==> src/rtl/grf_write_arbiter_pkg.sv <==
// Shared types and defaults for the register-file write-port arbiter.
package grf_write_arbiter_pkg;

  localparam logic [4:0] REG_ZERO       = 5'd0;
  localparam int         DEPTH_DEF      = 2;
  localparam int         STARVE_MAX_DEF = 4;

  // One buffered multiply/divide result.
  typedef struct packed {
    logic        valid;
    logic [4:0]  a3;
    logic [31:0] wd;
  } md_entry_t;

endpackage

==> src/rtl/grf_write_arbiter_if.sv <==
// Writeback, multiply/divide and register-file write-port signals of the arbiter.
interface grf_write_arbiter_if;

  logic        WbWe;
  logic [4:0]  WbA3;
  logic [31:0] WbWd;
  logic        MdValid;
  logic [4:0]  MdA3;
  logic [31:0] MdWd;
  logic        MdReady;
  logic        We;
  logic [4:0]  A3;
  logic [31:0] Wd;
  logic [31:0] Busy;
  logic        MdStarve;

  // Pipeline / hazard-unit side.
  modport master (
    output WbWe, WbA3, WbWd, MdValid, MdA3, MdWd,
    input  MdReady, We, A3, Wd, Busy, MdStarve
  );

  // Arbiter side.
  modport slave (
    input  WbWe, WbA3, WbWd, MdValid, MdA3, MdWd,
    output MdReady, We, A3, Wd, Busy, MdStarve
  );

endinterface

==> src/rtl/grf_md_fifo.sv <==
// In-order buffer for multiply/divide results with per-entry WAW squash.
// Squashed entries at either end of the occupied span are retired at the
// same edge, so the registered head slot is always a valid entry.
module grf_md_fifo
  import grf_write_arbiter_pkg::*;
#(
  parameter int DEPTH = DEPTH_DEF
) (
  input  logic                  Clk,
  input  logic                  Reset,
  input  logic                  push_i,
  input  logic [4:0]            push_a3_i,
  input  logic [31:0]           push_wd_i,
  input  logic                  pop_i,
  input  logic                  squash_i,
  input  logic [4:0]            squash_a3_i,
  output logic                  full_o,
  output logic                  empty_o,
  output md_entry_t             head_o,
  output md_entry_t [DEPTH-1:0] entries_o
);

  localparam int PTR_W = $clog2(DEPTH);
  localparam int CNT_W = PTR_W + 1;

  md_entry_t        mem_q [DEPTH];
  logic [PTR_W-1:0] rd_ptr_q, rd_ptr_d;
  logic [PTR_W-1:0] wr_ptr_q, wr_ptr_d;
  logic [PTR_W-1:0] base_wr;
  logic [CNT_W-1:0] count_q, count_d;
  logic [CNT_W-1:0] live;
  logic [PTR_W-1:0] slot_idx [DEPTH];
  logic [DEPTH-1:0] occupied;
  logic [DEPTH-1:0] keep;
  logic [PTR_W-1:0] first_k, last_k;

  // Per age-ordered slot: is it occupied, and does it survive this edge's squash/pop.
  always_comb begin
    for (int k = 0; k < DEPTH; k++) begin
      slot_idx[k] = rd_ptr_q + PTR_W'(k);
      occupied[k] = CNT_W'(k) < count_q;
      keep[k]     = occupied[k] && mem_q[slot_idx[k]].valid
                 && !(squash_i && (mem_q[slot_idx[k]].a3 == squash_a3_i))
                 && !(pop_i && (k == 0));
    end
  end

  // Trim dead slots off both ends of the span, then append the push.
  always_comb begin
    // NOTE: every variable gets a default before any branch, so no path leaves a latch.
    first_k  = '0;
    last_k   = '0;
    rd_ptr_d = wr_ptr_q;
    base_wr  = wr_ptr_q;
    live     = '0;
    for (int k = DEPTH - 1; k >= 0; k--) if (keep[k]) first_k = PTR_W'(k);
    for (int k = 0; k < DEPTH; k++)      if (keep[k]) last_k  = PTR_W'(k);
    if (|keep) begin
      rd_ptr_d = rd_ptr_q + first_k;
      base_wr  = rd_ptr_q + last_k + PTR_W'(1);
      live     = {1'b0, last_k} - {1'b0, first_k} + CNT_W'(1);
    end
    wr_ptr_d = base_wr + PTR_W'(push_i);
    count_d  = live + CNT_W'(push_i);
  end

  // Pointer and occupancy registers.
  always_ff @(posedge Clk) begin
    if (Reset) begin
      rd_ptr_q <= '0;
      wr_ptr_q <= '0;
      count_q  <= '0;
    end else begin
      rd_ptr_q <= rd_ptr_d;
      wr_ptr_q <= wr_ptr_d;
      count_q  <= count_d;
    end
  end

  // Entry storage: invalidate dead slots, write the pushed result.
  // NOTE: storage is not reset; count_q qualifies every read, so stale slots are never seen.
  always_ff @(posedge Clk) begin
    for (int k = 0; k < DEPTH; k++) begin
      if (occupied[k] && !keep[k]) mem_q[slot_idx[k]].valid <= 1'b0;
    end
    if (push_i) mem_q[base_wr] <= '{valid: 1'b1, a3: push_a3_i, wd: push_wd_i};
  end

  assign full_o  = (count_q == CNT_W'(DEPTH));
  assign empty_o = (count_q == '0);

  // Expose the head and all occupied entries with validity masked by occupancy.
  always_comb begin
    head_o       = mem_q[rd_ptr_q];
    head_o.valid = mem_q[rd_ptr_q].valid && !empty_o;
    for (int k = 0; k < DEPTH; k++) begin
      entries_o[k]       = mem_q[slot_idx[k]];
      entries_o[k].valid = mem_q[slot_idx[k]].valid && occupied[k];
    end
  end

endmodule

==> src/rtl/grf_write_arbiter.sv <==
// Register-file write-port arbiter: writeback first, buffered multiply/divide
// results drained on writeback-idle cycles; exports Busy and MdStarve.
module grf_write_arbiter
  import grf_write_arbiter_pkg::*;
#(
  parameter int DEPTH      = DEPTH_DEF,
  parameter int STARVE_MAX = STARVE_MAX_DEF
) (
  input  logic                Clk,
  input  logic                Reset,
  grf_write_arbiter_if.slave  grf_if
);

  localparam int AGE_W = $clog2(STARVE_MAX + 1);

  logic                  wb_active;
  logic                  md_ready;
  logic                  md_push;
  logic                  fifo_pop;
  logic                  fifo_full;
  logic                  fifo_empty;
  md_entry_t             head;
  md_entry_t [DEPTH-1:0] entries;
  logic [AGE_W-1:0]      age_q;
  logic                  we;
  logic [4:0]            a3;
  logic [31:0]           wd;
  logic [31:0]           busy;

  assign wb_active = grf_if.WbWe && (grf_if.WbA3 != REG_ZERO) && !Reset;
  assign md_ready  = !fifo_full && !Reset;
  assign md_push   = grf_if.MdValid && md_ready && (grf_if.MdA3 != REG_ZERO);
  assign fifo_pop  = !wb_active && !fifo_empty && !Reset;

  grf_md_fifo #(.DEPTH(DEPTH)) u_fifo (
    .Clk         (Clk),
    .Reset       (Reset),
    .push_i      (md_push),
    .push_a3_i   (grf_if.MdA3),
    .push_wd_i   (grf_if.MdWd),
    .pop_i       (fifo_pop),
    .squash_i    (wb_active),
    .squash_a3_i (grf_if.WbA3),
    .full_o      (fifo_full),
    .empty_o     (fifo_empty),
    .head_o      (head),
    .entries_o   (entries)
  );

  // Grant mux: writeback wins, else the FIFO head, else idle.
  always_comb begin
    we = 1'b0;
    a3 = REG_ZERO;
    wd = '0;
    if (wb_active) begin
      we = 1'b1;
      a3 = grf_if.WbA3;
      wd = grf_if.WbWd;
    end else if (fifo_pop) begin
      we = 1'b1;
      a3 = head.a3;
      wd = head.wd;
    end
  end

  // Head age: cleared on pop or empty, else counts waiting cycles up to STARVE_MAX.
  always_ff @(posedge Clk) begin
    if (Reset || fifo_pop || fifo_empty) begin
      age_q <= '0;
    end else if (age_q != AGE_W'(STARVE_MAX)) begin
      age_q <= age_q + AGE_W'(1);
    end
  end

  // Busy: decoded destinations of all valid buffered entries.
  always_comb begin
    busy = '0;
    for (int k = 0; k < DEPTH; k++) begin
      if (entries[k].valid) busy[entries[k].a3] = 1'b1;
    end
    busy[0] = 1'b0;
  end

  assign grf_if.MdReady  = md_ready;
  assign grf_if.We       = we;
  assign grf_if.A3       = a3;
  assign grf_if.Wd       = wd;
  assign grf_if.Busy     = busy;
  assign grf_if.MdStarve = (age_q == AGE_W'(STARVE_MAX));

endmodule

==> src/flat_wrapper.sv <==
// flat-port wrapper written by rule: the top's interface ports become plain ports
module grf_write_arbiter_flat import grf_write_arbiter_pkg::*;
#(
  parameter int DEPTH      = DEPTH_DEF,
  parameter int STARVE_MAX = STARVE_MAX_DEF
)
  (Clk, Reset, grf_if_WbWe, grf_if_WbA3, grf_if_WbWd, grf_if_MdValid, grf_if_MdA3, grf_if_MdWd, grf_if_MdReady, grf_if_We, grf_if_A3, grf_if_Wd, grf_if_Busy, grf_if_MdStarve);
  grf_write_arbiter_if grf_if_i ();
  input  logic Clk;
  input  logic Reset;
  input wire logic [$bits(grf_if_i.WbWe)-1:0] grf_if_WbWe;
  input wire logic [$bits(grf_if_i.WbA3)-1:0] grf_if_WbA3;
  input wire logic [$bits(grf_if_i.WbWd)-1:0] grf_if_WbWd;
  input wire logic [$bits(grf_if_i.MdValid)-1:0] grf_if_MdValid;
  input wire logic [$bits(grf_if_i.MdA3)-1:0] grf_if_MdA3;
  input wire logic [$bits(grf_if_i.MdWd)-1:0] grf_if_MdWd;
  output wire logic [$bits(grf_if_i.MdReady)-1:0] grf_if_MdReady;
  output wire logic [$bits(grf_if_i.We)-1:0] grf_if_We;
  output wire logic [$bits(grf_if_i.A3)-1:0] grf_if_A3;
  output wire logic [$bits(grf_if_i.Wd)-1:0] grf_if_Wd;
  output wire logic [$bits(grf_if_i.Busy)-1:0] grf_if_Busy;
  output wire logic [$bits(grf_if_i.MdStarve)-1:0] grf_if_MdStarve;
  assign grf_if_i.WbWe = grf_if_WbWe;
  assign grf_if_i.WbA3 = grf_if_WbA3;
  assign grf_if_i.WbWd = grf_if_WbWd;
  assign grf_if_i.MdValid = grf_if_MdValid;
  assign grf_if_i.MdA3 = grf_if_MdA3;
  assign grf_if_i.MdWd = grf_if_MdWd;
  assign grf_if_MdReady = grf_if_i.MdReady;
  assign grf_if_We = grf_if_i.We;
  assign grf_if_A3 = grf_if_i.A3;
  assign grf_if_Wd = grf_if_i.Wd;
  assign grf_if_Busy = grf_if_i.Busy;
  assign grf_if_MdStarve = grf_if_i.MdStarve;
  grf_write_arbiter #(.DEPTH(DEPTH), .STARVE_MAX(STARVE_MAX)) u_core (.Clk(Clk), .Reset(Reset), .grf_if(grf_if_i));
endmodule
==> config.mk <==
export PLATFORM = sky130hd
export DESIGN_NAME = grf_write_arbiter_flat
export DESIGN_NICKNAME = d
export VERILOG_FILES = /design/src/rtl/grf_write_arbiter_pkg.sv /design/src/rtl/grf_write_arbiter_if.sv /design/src/rtl/grf_md_fifo.sv /design/src/rtl/grf_write_arbiter.sv /design/src/flat_wrapper.sv
export SDC_FILE = /design/constraint.sdc
export NUM_CORES = 1
export LEC_CHECK = 0
export ABC_AREA = 0
export BUFFER_PORTS_ARGS = -buffer_cell sky130_fd_sc_hd__buf_2
export CAP_MARGIN = 20
export CORE_UTILIZATION = 50
export DETAILED_ROUTE_END_ITERATION = 6
export GPL_TIMING_DRIVEN = 0
export PLACE_DENSITY = 0.8
export SLEW_MARGIN = 0
export SYNTH_ARGS = -nofsm -noshare
export SYNTH_HDL_FRONTEND = slang
export SYNTH_SLANG_ARGS = --single-unit
==> constraint.sdc <==
create_clock -name Clk -period 6.4 [get_ports Clk]
set_input_delay 0.32 -clock Clk [delete_from_list [all_inputs] [get_ports Clk]]
set_output_delay 0.32 -clock Clk [all_outputs]
set_load 0.02 [all_outputs]
=== Yosys cells after proc, flatten, opt, wreduce, memory -nomap -nowiden ===
Memories as Yosys holds them, arrays and structs flattened. A register that Yosys moved wholly into a read port is not among the register bits.
Index checks and enable logic that the tools add are counted.

* Input bits: 78
* Memories: 1
* Bits in writable memories: 76
* Register bits: 7
* Logic and storage cells: 83

* Mux-type cells: 24
* $add $sub $neg: 9
* Reductions and logical operators: 33
* Bitwise gates (word level): 1
* Equality and inequality tests: 5
* Magnitude comparators: 6

{| class="wikitable"
|+ Memory list
! memory !! depth !! width !! read ports !! clocked after Yosys merged registers in !! wr ports !! line !! RTL
|-
| u_core.u_fifo.mem_q || 2 || 38 || 2 || 1 || 3 || grf_md_fifo.sv:26 || <nowiki>md_entry_t mem_q [DEPTH];</nowiki>
|}

{| class="wikitable"
|+ Operator list
! kind !! number
|-
| 32-bit two-way mux || 4
|-
| 32-bit OR || 1
|-
| 1-bit logical AND || 18
|-
| 1-bit two-way mux || 15
|-
| 5-bit by 6-bit < comparator with 1-bit output, second input constant || 2
|-
| 1-bit demux with 5-bit select || 2
|-
| 5-bit == test || 2
|-
| 5-bit by 1-bit >= comparator with 1-bit output, second input constant || 2
|-
| 5-bit two-way mux || 2
|-
| 5-bit nonzero test || 2
|-
| 1-bit logical NOT || 9
|-
| 1-bit by 2-bit < comparator with 1-bit output, first input constant || 2
|-
| 1-bit adder || 3
|-
| 3-bit by 1-bit adder with 3-bit output, second input constant || 1
|-
| 3-bit == test, second input constant || 1
|-
| 3-bit inequality test, second input constant || 1
|-
| 1-bit adder, second input constant || 2
|-
| 2-bit by 1-bit adder with 2-bit output || 1
|-
| 2-bit by 1-bit adder with 2-bit output, second input constant || 1
|-
| 2-bit == test, second input constant || 1
|-
| 2-bit logical NOT || 1
|-
| 1-bit logical OR || 2
|-
| 2-bit two-way mux || 1
|-
| 2-bit OR reduction || 1
|-
| 1-bit by 1-bit subtractor with 2-bit output || 1
|}

=== Depth between registers and ports, before layout ===
Gate-level depths: netlist of run 1.

* Word-level depth: 13
* Mapped depth: 15
* Gate-level depth less buffers: 13

=== Modules after synthesis ===
Synthesis of run 1 repeated with hierarchy kept, for this count alone.

* Cell total of the unflattened synthesis: 475
* Area total of the unflattened synthesis: 5,246.3 µm²

{| class="wikitable"
|+ Modules (own cells, without submodules)
! module !! times used !! area each (µm²) !! cells an instance !! seq. area each (µm²)
|-
| grf_md_fifo || 1 || 3,945.0 || 253 || 2,342.2
|-
| grf_write_arbiter || 1 || 1,301.2 || 222 || 60.1
|}

=== Worst setup path after synthesis of run 1 ===
Ideal clock, no wire load.

* Path kind: register to register
* Start point: register u_core.u_fifo.rd_ptr_q
* End point: memory u_core.u_fifo.mem_q[0][37] (netlist name)
* Arrival: 3.524 ns
* Buffers on the path: 2
* Library setup time: 0.073 ns
* Setup slack: 2.803 ns
* Clock period less this slack: 3.597 ns
* Data required time: 6.327 ns
* Stages on the path, launching flop included: 14
* Path through: dfxtp_1 -> buf_6 -> buf_2 -> mux2i_1 -> xnor2_1 -> nand4_1 -> o211ai_1 -> ha_1 -> or4b_1 -> nand3_1 -> ha_1 -> nand2b_1 -> o32ai_1 -> a21oi_1

{| class="wikitable"
|+ RTL lines
! what !! line !! RTL
|-
| start, declared || grf_md_fifo.sv:27 || <nowiki>logic [PTR_W-1:0] rd_ptr_q, rd_ptr_d;</nowiki>
|-
| start signal, assigned || grf_md_fifo.sv:74 || <nowiki>rd_ptr_q <= rd_ptr_d;</nowiki>
|-
| end, declared || grf_md_fifo.sv:26 ||
|}

==> flow_summary.toml, run 1 <==
[run_status]
status = "finished clean"

[critical_path]
r2r_start = "u_core.u_fifo.rd_ptr_q$_SDFF_PP0_"
startpoint = "u_core.u_fifo.rd_ptr_q$_SDFF_PP0_"
startpoint_type = "register"
setup.worst_path.end = "u_core.u_fifo.mem_q[0][37]$_SDFFE_PP1P_"
r2r_slack_ps = 2850
critPathMaxFanout = 18
required_ps = 6610
r2r-end = "u_core.u_fifo.mem_q[0][37]$_SDFFE_PP1P_"
worst_ep_arrival_time_ps = 3760
crit_type = "reg2reg"
crit_path_end_kind = "register"
worstRegToRegCells = 14

[sta]
fin_crit_sh_pct = 55.46
worst_pin_slew_ps = 672.3
setup_viol = 0
fin_ws_ps = 2850
final-hold-violation-count = 0
final_max_slew_viol_count = 0
fin_skew_ps = 10.47
relSlewSlack_pct = 54.88
fin_crit_ps = 3550
rsz0062_at_grt = "no"
fin_setup_tns_ps = 0
fmax_mhz = 281.7

[drt]
drt_first_pass_iters = 5
wl_per_cell_um = 15.53
drc = 0
route.vias.total = 3648
drtIter0Drc = 196
routed_wl_um = 10140
vias_per_cell = 5.587
drtAntennaViolNets = 0

[floorplan]
start_util_pct = 52.10
rows = 33
dieArea_um2 = 9024
num_io_pins = 150
core_um2 = 8299
die_x_um = 95.00
die_h_um = 95.00

[clock_network]
numCtsBuffers = 9
htreeDepth = 3
cts_max_path_buffers = 2
hold_buffers = 0
clock_latency_ps = 350
cts_resized = 0
cts.sinks = 83
cts_setup_buffers = 0
clkTransAtPathRegs_ps = 90
cts_tree = "built"
clockRootBuffer = "clkbuf_8"

[synthesis]
ys_seq_elements = 83
synth_area_um2 = 4324
ys.flop_type = "edfxtp_1"
synth_edf_count = 74
syn-num-nets = 467
synth_cell_type_count = 46
synth.top_cells.by_area = "edfxtp_1 51%, mux2i_1 9.7%, nand2_1 5.2%, o21ai_1 5.1%, o22ai_1 4.6%"
synth.avg_cell_area_um2 = 11.32
synth_seq_area_share_pct = 55.56
netlist.area_leader.share_pct = 51.39
yosysTopAreaCell = "edfxtp_1"
async_reset_ff_share_pct = 0
synthCells = 382
yosysWarnings = 0

[cells_and_area]
area_growth_pct = 25.52
nets = 628
drive_gt1_share_pct = 35.04
layout_common_cells = "159 x buf_2, 74 x edfxtp_1, 60 x nand2_1"
antenna_cells = 0
fill_cells = 656
register_area_um2 = 2402
multi_input_area_um2 = 1797
mostFrequentLayoutCell = "buf_2"

[placement]
dpl_worst_slack_ps = 2876
hpwl_um = 7500
gp_congestion = 0.8198
port_buffers = 148

[global_routing]
gr-usage-all-layers_pct = 22.24
grt_antenna_before_repair = 0
grt_max_degree = 29
grt_pass1_wl_um = 15300
first_global_vias = 3327
grt_overflow_total = 0

[min_path]
min_path_type = "in2reg"

[pwr]
p_per_area_nw_per_um2 = 238.8
vdd_ir_drop_max_v = 0.0002117
p_leak_nw = 2.184

[flow_run]
cap_viol_max_count = 0
-- per-layer routing --
| metal | vias up | track usage, % | part of all wire (%) |
|---|---|---|---|
| li1 | 1754 | - | - |
| met5 | - | 0 | 0 |
| met3 | 21 | 4.670 | 7.8 |
| met4 | 0 | 7.323 | 1.7 |
| met2 | 202 | 38.01 | 49 |
| met1 | 1671 | 28.03 | 41 |
-- cells in the mapped netlist, drive strengths merged, types with 5 or more instances --
master / count
xnor2: 8
o22ai: 32
nand2: 60
dfxtp: 9
nor3b: 7
nor2b: 5
o21ai: 47
ha: 6
edfxtp: 74
nand3: 6
buf: 13
nor2: 11
mux2: 5
clkbuf: 7
inv: 8
mux2i: 44
nor3: 8
-- kinds of logic (layout without fill, tap and decap cells) --
family	count (synthesis)	after routing	share of synthesized area, %
AOI/OAI and AO/OA	89	89	11.72
xor gates and xnor gates	12	12	2.778
adders and majority gates	7	7	2.199
buffers and inverters	28	194	3.009
DFF	83	83	55.56
muxes	49	49	11.92
other	1	1	0.08672
and+or+nand+nor	113	113	12.73
-- how the worst min path moves through the flow --
stage | start | endpoint | slack, ps | cells past startpoint
after floorplan | Reset | u_core.u_fifo.count_q[0]$_SDFF_PP0_ | 390 | 1
after global placement | u_core.u_fifo.mem_q[1][37]$_SDFFE_PP1P_ | u_core.u_fifo.mem_q[1][37]$_SDFFE_PP1P_ | 490 | 2
after detailed placement | u_core.u_fifo.mem_q[1][37]$_SDFFE_PP1P_ | u_core.u_fifo.mem_q[1][37]$_SDFFE_PP1P_ | 510 | 2
after CTS | grf_if_MdWd[24] | u_core.u_fifo.mem_q[1][24]$_DFFE_PP_ | 140 | 1
after global routing | grf_if_MdWd[22] | u_core.u_fifo.mem_q[0][22]$_DFFE_PP_ | 140 | 1
final | grf_if_MdWd[24] | u_core.u_fifo.mem_q[1][24]$_DFFE_PP_ | 160 | 1
-- stage by stage --
stage	power [W]	hold slack (ps)	std cells	util [%]	instance area, um2
after floorplan	0.0008701	391.6	382	-	4324
after global placement	0.0009544	490.8	635	62.61	5196
after detailed placement	0.0009709	507.2	637	63.24	5249
after CTS	0.001305	136.8	653	65.40	5428
after global routing	0.001353	137.0	653	65.40	5428
final	0.001296	156.5	653	65.40	5428
-- worst max-delay path: stages (launching register included) --
cell      delay, ps
dfxtp_1         330
buf_6           160
buf_2           260
mux2i_1         320
xnor2_1         150
nand4_1         110
o211ai_1        440
ha_1            280
inv_1            80
a31oi_1         200
nand3_1         120
ha_2            370
nand2b_1        220
o32ai_1         300
a21oi_1          70
-- cell type report --
class / instances / area share [%]
buffer: 20 / 1.844
sequential: 83 / 44.26
clock buffer: 10 / 2.351
tap: 105 / 2.420
timing repair buffer: 150 / 14.52
inverter: 8 / 0.5532
clock inverter: 6 / 0.9451
multi-input combinational: 271 / 33.10
-- power breakdown --
part | total (W) | leakage [nW] | internal, W | switching (W)
clock network | 0.000336 | 0.0806 | 0.000145 | 0.000191
logic | 0.000311 | 1.35 | 0.000123 | 0.000188
registers | 0.000649 | 0.753 | 0.000635 | 0.0000137
total | 0.00130 | 2.18 | 0.000903 | 0.000393
-- flip-flops by register name (all words and copies together) (netlist names) --
register / cells
u_core.u_fifo.mem_q: 76
u_core.u_fifo.count_q: 2
u_core.age_q: 3
u_core.u_fifo.wr_ptr_q: 1
u_core.u_fifo.rd_ptr_q: 1
Note: power is estimated with default switching activity, not from simulation.
==> run 2, diff against run 1 <==
Settings changed: ABC_AREA 0 to 1, PLACE_DENSITY 0.8 to 0.79.
Clock period 6.4 ns to 3.7 ns, I/O delays scaled along.
==> run 2 against run 1 <==
Sequential share of layout area fell by 2.9 points. Synthesized cell count rose by 34%. Sequential power rose by 71%. Die area rose by 8.4%. Non-clock buffer count rose by 1. Synthesized area rose by 8.6%. Power rose by 66%. Via count rose by 13%. First-iteration DRC count fell by 7.7%. Routed wire length rose by 12%. Sequential cell count did not move. Global-route usage rose by 1.8 points. Critical endpoint is now u_core.u_fifo.mem_q[0][35]$_DFFE_PP_. Largest cell class unchanged.
==> flow_summary.toml, run 2 <==
[critical_path]
worst_ep_arrival_time_ps = 2980
cp_slowest_cell = "ha_2"
startpoint_type = "register"
critPathMaxFanout = 27
crit_type = "reg2reg"
cp_common_cell = "nand2_1"
path_cells = "buf_4, inv_4, buf_6, nand2_2, nand2_1, nand2_1, nand2_1, nor2_1, nand3_1, nand2_1, ha_1, inv_1, or2_2, nand2_1, ha_2, buf_12"
crit_path_end_kind = "register"
slowest_delay_ps = 390
required_ps = 3740

[synthesis]
synthTopCellsByCount = "130 x nand2_1, 90 x nor2_1, 74 x edfxtp_1"
ys_seq_elements = 83
synth.top_cells.by_area = "edfxtp_1 47%, nand2_1 10%, nor2_1 7.2%, o31ai_4 6.3%, dfxtp_1 3.8%"
synth_edf_count = 74
async_reset_ff_share_pct = 0
synth_cell_type_count = 34
synth_area_um2 = 4696
netlist.area_leader.share_pct = 47.32
synth_seq_area_share_pct = 51.16
syn-num-nets = 597
yosys.cell_count.top_type = "nand2_1"
synth.avg_cell_area_um2 = 9.171
yosysWarnings = 0
yosysTopAreaCell = "edfxtp_1"
synthCells = 512
ys.flop_type = "edfxtp_1"

[cells_and_area]
nets = 759
mostFrequentLayoutCell = "buf_2"
regMostFlops = "u_core.u_fifo.mem_q"
register_area_um2 = 2402
multi_input_area_um2 = 1956
area_growth_pct = 23.71
biggestRegsByFlops = "u_core.u_fifo.mem_q x76, u_core.age_q x3, u_core.u_fifo.count_q x2"
largest_reg_flops = 76
drive_gt1_share_pct = 32.11
antenna_cells = 0
layout_common_cells = "149 x buf_2, 130 x nand2_1, 90 x nor2_1"
fill_cells = 725

[clock_network]
cts_setup_buffers = 0
htreeDepth = 3
clockRootBuffer = "clkbuf_8"
clock_latency_ps = 340
cts_resized = 0
cts_max_path_buffers = 2
numCtsBuffers = 9
clkTransAtPathRegs_ps = 90
cts.sinks = 83
hold_buffers = 0
cts_tree = "built"

[floorplan]
die_x_um = 98.91
die_h_um = 98.91
dieArea_um2 = 9783
core_um2 = 8891
rows = 34
start_util_pct = 52.81
num_io_pins = 150

[pwr]
vdd_ir_drop_max_v = 0.0002759
p_leak_nw = 2.660
design_power_total_w = 0.002149
p_per_area_nw_per_um2 = 370.0

[global_routing]
grt_pass1_wl_um = 18280
grt_overflow_total = 0
gr-usage-all-layers_pct = 24.00
first_global_vias = 4106
grt_max_degree = 34
grt_antenna_before_repair = 0

[sta]
fmax_mhz = 340.2
setup_viol = 0
final_max_slew_viol_count = 0
whs_ps = 26.23
fin_crit_sh_pct = 79.44
final-hold-violation-count = 0
fin_crit_ps = 2939
rsz0062_at_grt = "no"
fin_skew_ps = 10.67

[min_path]
min_path_type = "in2reg"

[drt]
routed_wl_um = 11400
wl_per_cell_um = 14.48
drtIter0Drc = 181
drc = 0
drt_first_pass_iters = 5
route.vias.total = 4104
vias_per_cell = 5.215
drtAntennaViolNets = 0

[placement]
hpwl_um = 8619
port_buffers = 147
gp_congestion = 0.9128

[flow_run]
cap_viol_max_count = 0

[run_status]
status = "finished clean"
[run 2: cell count changes after synthesis, sizes merged, moves of 20 or more]
cell,delta
inv,+42
mux2i,-44
nand2,+81
nand3,+29
nor2,+80
o21ai,-20
o22ai,-21
o31ai,+32
[run 2: cells by family after synthesis]
logic type,Yosys count,share of synthesized area (%)
compound gates,77,14.63
xor+xnor,1,0.1866
fa+ha+maj,7,2.025
buf+inv,71,7.301
flops,83,51.16
other cells,1,0.07986
simple gates,272,24.62
[run 2: cell type report]
type | instances | share of cell area (%)
clock inverter | 6 | 0.8615
multi-input combinational | 358 | 33.66
clock buffer | 10 | 2.197
sequential | 83 | 41.35
tap | 108 | 2.326
timing repair buffer | 151 | 13.70
inverter | 51 | 3.381
buffer | 20 | 2.520
[run 2: power breakdown]
group          switching, W  leakage [nW]  total, W  internal (W)
clock network      0.000325        0.0888  0.000577      0.000252
registers         0.0000200         0.753   0.00111       0.00109
logic              0.000310          1.82  0.000466      0.000156
total              0.000654          2.66   0.00215       0.00149
[run 2: critical path, delay by kind of cell (launching register included)]
kind / cells / cell delay, ps
fa+ha+maj: 2 / 630
buf+inv: 5 / 680
simple gates: 9 / 1010
flops: 1 / 310
[run 2: per-layer routing]
layer	routed length [um]	vias up	track usage, %
met5	0	-	0
met3	962	14	7.376
met4	177	0	9.070
met2	5841	183	43.30
li1	-	2037	-
met1	4415	1870	26.44
[run 2: path summary, 6_finish.rpt]
check / to / slack [ps] / depth (start not counted) / startpoint
worst max-delay path: u_core.u_fifo.mem_q[0][35]$_DFFE_PP_ / 760 / 16 / u_core.u_fifo.rd_ptr_q$_SDFF_PP0_
worst min-delay path: u_core.u_fifo.mem_q[0][29]$_DFFE_PP_ / 30 / 1 / grf_if_MdWd[29]
worst max register to register: u_core.u_fifo.mem_q[0][35]$_DFFE_PP_ / 760 / 16 / u_core.u_fifo.rd_ptr_q$_SDFF_PP0_
worst min register to register: u_core.age_q[0]$_SDFFE_PP0N_ / 510 / 2 / u_core.age_q[0]$_SDFFE_PP0N_
[run 2: stage by stage]
step           TNS (ps)  setup slack, ps  area (um2)  util (%)  instances
5_1_grt               0            525.8        5809     65.34        787
4_1_cts               0            748.4        5789     65.11        785
6_report              0            760.6        5809     65.34        787
2_1_floorplan         0            663.2        4696         -        512
3_3_place_gp      -2159           -59.75        5567     62.61        767
3_5_place_dp          0            758.5        5612     63.12        769
==> run 3, diff against run 2 <==
Clock period 3.7 ns to 3.1 ns, I/O delays scaled along.
==> run 3 against run 2 <==
Clock power rose by 22%. Routed wire length rose by 9.6%. Core utilization rose by 3.6 points. Sequential cell count did not move. Clock skew rose by 2.2 ps. Setup slack got worse by 500 ps. Via count rose by 5.4%. Final area rose by 5.5%. Critical path depth did not move. Count of clock-buffer cells in the layout did not move. Cell count rose by 3.9%. Sequential power rose by 19%.
==> flow_summary.toml, run 3 (synthesized netlist as in run 2, its figures left out) <==
[sta]
fmax_mhz = 352.0
rsz0062_at_grt = "no"
worst_pin_slew_ps = 530.3
final_max_slew_viol_count = 0
relSlewSlack_pct = 64.65
fin_setup_tns_ps = 0
final-hold-violation-count = 0
fin_crit_sh_pct = 91.63
whs_ps = 21.53
setup_viol = 0
fin_skew_ps = 12.90
fin_crit_ps = 2841

[clock_network]
numCtsBuffers = 9
clkTransAtPathRegs_ps = 80
cts_setup_buffers = 0
cts.sinks = 83
clockRootBuffer = "clkbuf_8"
cts_max_path_buffers = 2
clock_latency_ps = 350
cts_tree = "built"
htreeDepth = 3

[global_routing]
gr-usage-all-layers_pct = 26.47
grt_antenna_before_repair = 0
first_global_vias = 4425
grt_overflow_total = 0
grt_max_degree = 34
grt_pass1_wl_um = 19980

[floorplan]
die_x_um = 98.91
core_um2 = 8891
dieArea_um2 = 9783
die_h_um = 98.91
num_io_pins = 150
start_util_pct = 52.81
rows = 34

[run_status]
status = "finished clean"

[cells_and_area]
final_cell_area_um2 = 6130
drive_gt1_share_pct = 30.70
layout_common_cells = "149 x buf_2, 130 x nand2_1, 90 x nor2_1"
regMostFlops = "u_core.u_fifo.mem_q"
fin_util_pct = 68.94
mostFrequentLayoutCell = "buf_2"
antenna_cells = 0
nets = 790
largest_reg_flops = 76
area_growth_pct = 30.54
biggestRegsByFlops = "u_core.u_fifo.mem_q x76, u_core.age_q x3, u_core.u_fifo.count_q x2"

[min_path]
min_path_type = "in2reg"
holdPathStages = 1

[flow_run]
cap_viol_max_count = 0

[drt]
drtIter0Drc = 191
vias_per_cell = 5.289
drtAntennaViolNets = 0
route.vias.total = 4326
drt_first_pass_iters = 5
wl_per_cell_um = 15.27
routed_wl_um = 12490
drc = 0

[critical_path]
cp_num_cells = 16
path_buf_inv = 5
startpoint_type = "register"
critPathMaxFanout = 27
crit_path_end_kind = "register"
worst_ep_arrival_time_ps = 2880
crit_type = "reg2reg"
crit_family = "simple AND/OR/NAND/NOR gates"
path_cells = "buf_4, inv_4, buf_6, nand2_2, nand2_1, nand2_1, nand2_1, nor2_1, nand3_1, nand2_1, ha_1, inv_1, or2_2, nand2_1, ha_4, buf_12"
required_ps = 3140
slowest_delay_ps = 320
cp_common_cell = "nand2_1"
worstRegToRegCells = 16
cp_slowest_cell = "dfxtp_1"

[placement]
hpwl_um = 8619
dpl_cell_area_um2 = 5612
port_buffers = 147
gp_congestion = 0.9128

[pwr]
vdd_ir_drop_max_v = 0.0003379
p_leak_nw = 2.791
p_per_area_nw_per_um2 = 428.3
design_power_total_w = 0.002625
[run 3: cell count changes in the layout (fill, tap and decap cells not counted)]
| cell | before | now |
|---|---|---|
| dlygate4sd3_1 | 2 | 33 |
| ha_2 | 2 | 1 |
| ha_4 | 0 | 1 |
[run 3: layer usage]
layer / GRT usage, % / vias to the layer above / share of wire [%] / wire (um)
met5: 0 / - / 0 / 0
met4: 11.02 / 0 / 2.0 / 252
met3: 7.589 / 21 / 8.4 / 1051
met2: 49.06 / 217 / 53 / 6605
met1: 28.00 / 1987 / 37 / 4578
li1: - / 2101 / - / -
[run 3: what timing repair did]
item	in CTS	in global routing
setup endpoints to repair	0	27
resized for setup	0	1
hold endpoints to repair	63	2
hold buffers	32	1
[run 3: where the power goes]
group          total (W)  internal (W)  leakage, nW  switching [W]
clock network   0.000705      0.000301       0.0888       0.000404
logic           0.000599      0.000214         1.95       0.000385
registers        0.00132       0.00130        0.753      0.0000244
[run 3: stage by stage]
step | setup WS, ps | instances
global route | 39.03 | 818
CTS | 148.4 | 817
finish | 259.5 | 818
detailed placement | 158.5 | 769
global placement | -659.8 | 767
floorplan | 63.25 | 512
[run 3: final cells by class]
class	count	area, um2
fill	649	2761
sequential	83	2402
multi-input combinational	358	1966
timing repair buffer	182	1106
inverter	51	196.4
buffer	20	146.4
tap	108	135.1
clock buffer	10	127.6
clock inverter	6	50.05
[run 3: path summary, 6_finish.rpt]
path | start | to | slack [ps]
hold / removal | grf_if_MdA3[2] | u_core.u_fifo.mem_q[1][34]$_DFFE_PP_ | 20
setup reg to reg | u_core.u_fifo.rd_ptr_q$_SDFF_PP0_ | u_core.u_fifo.mem_q[0][35]$_DFFE_PP_ | 260
setup / recovery | u_core.u_fifo.rd_ptr_q$_SDFF_PP0_ | u_core.u_fifo.mem_q[0][35]$_DFFE_PP_ | 260
hold reg to reg | u_core.age_q[0]$_SDFFE_PP0N_ | u_core.age_q[0]$_SDFFE_PP0N_ | 510
[run 3: worst register-to-register path, delay by kind of cell (launching register included)]
| family | cells | cell delay (ps) |
|---|---|---|
| fa+ha+maj | 2 | 510 |
| buf+inv | 5 | 660 |
| flops | 1 | 320 |
| simple gates | 9 | 1050 |
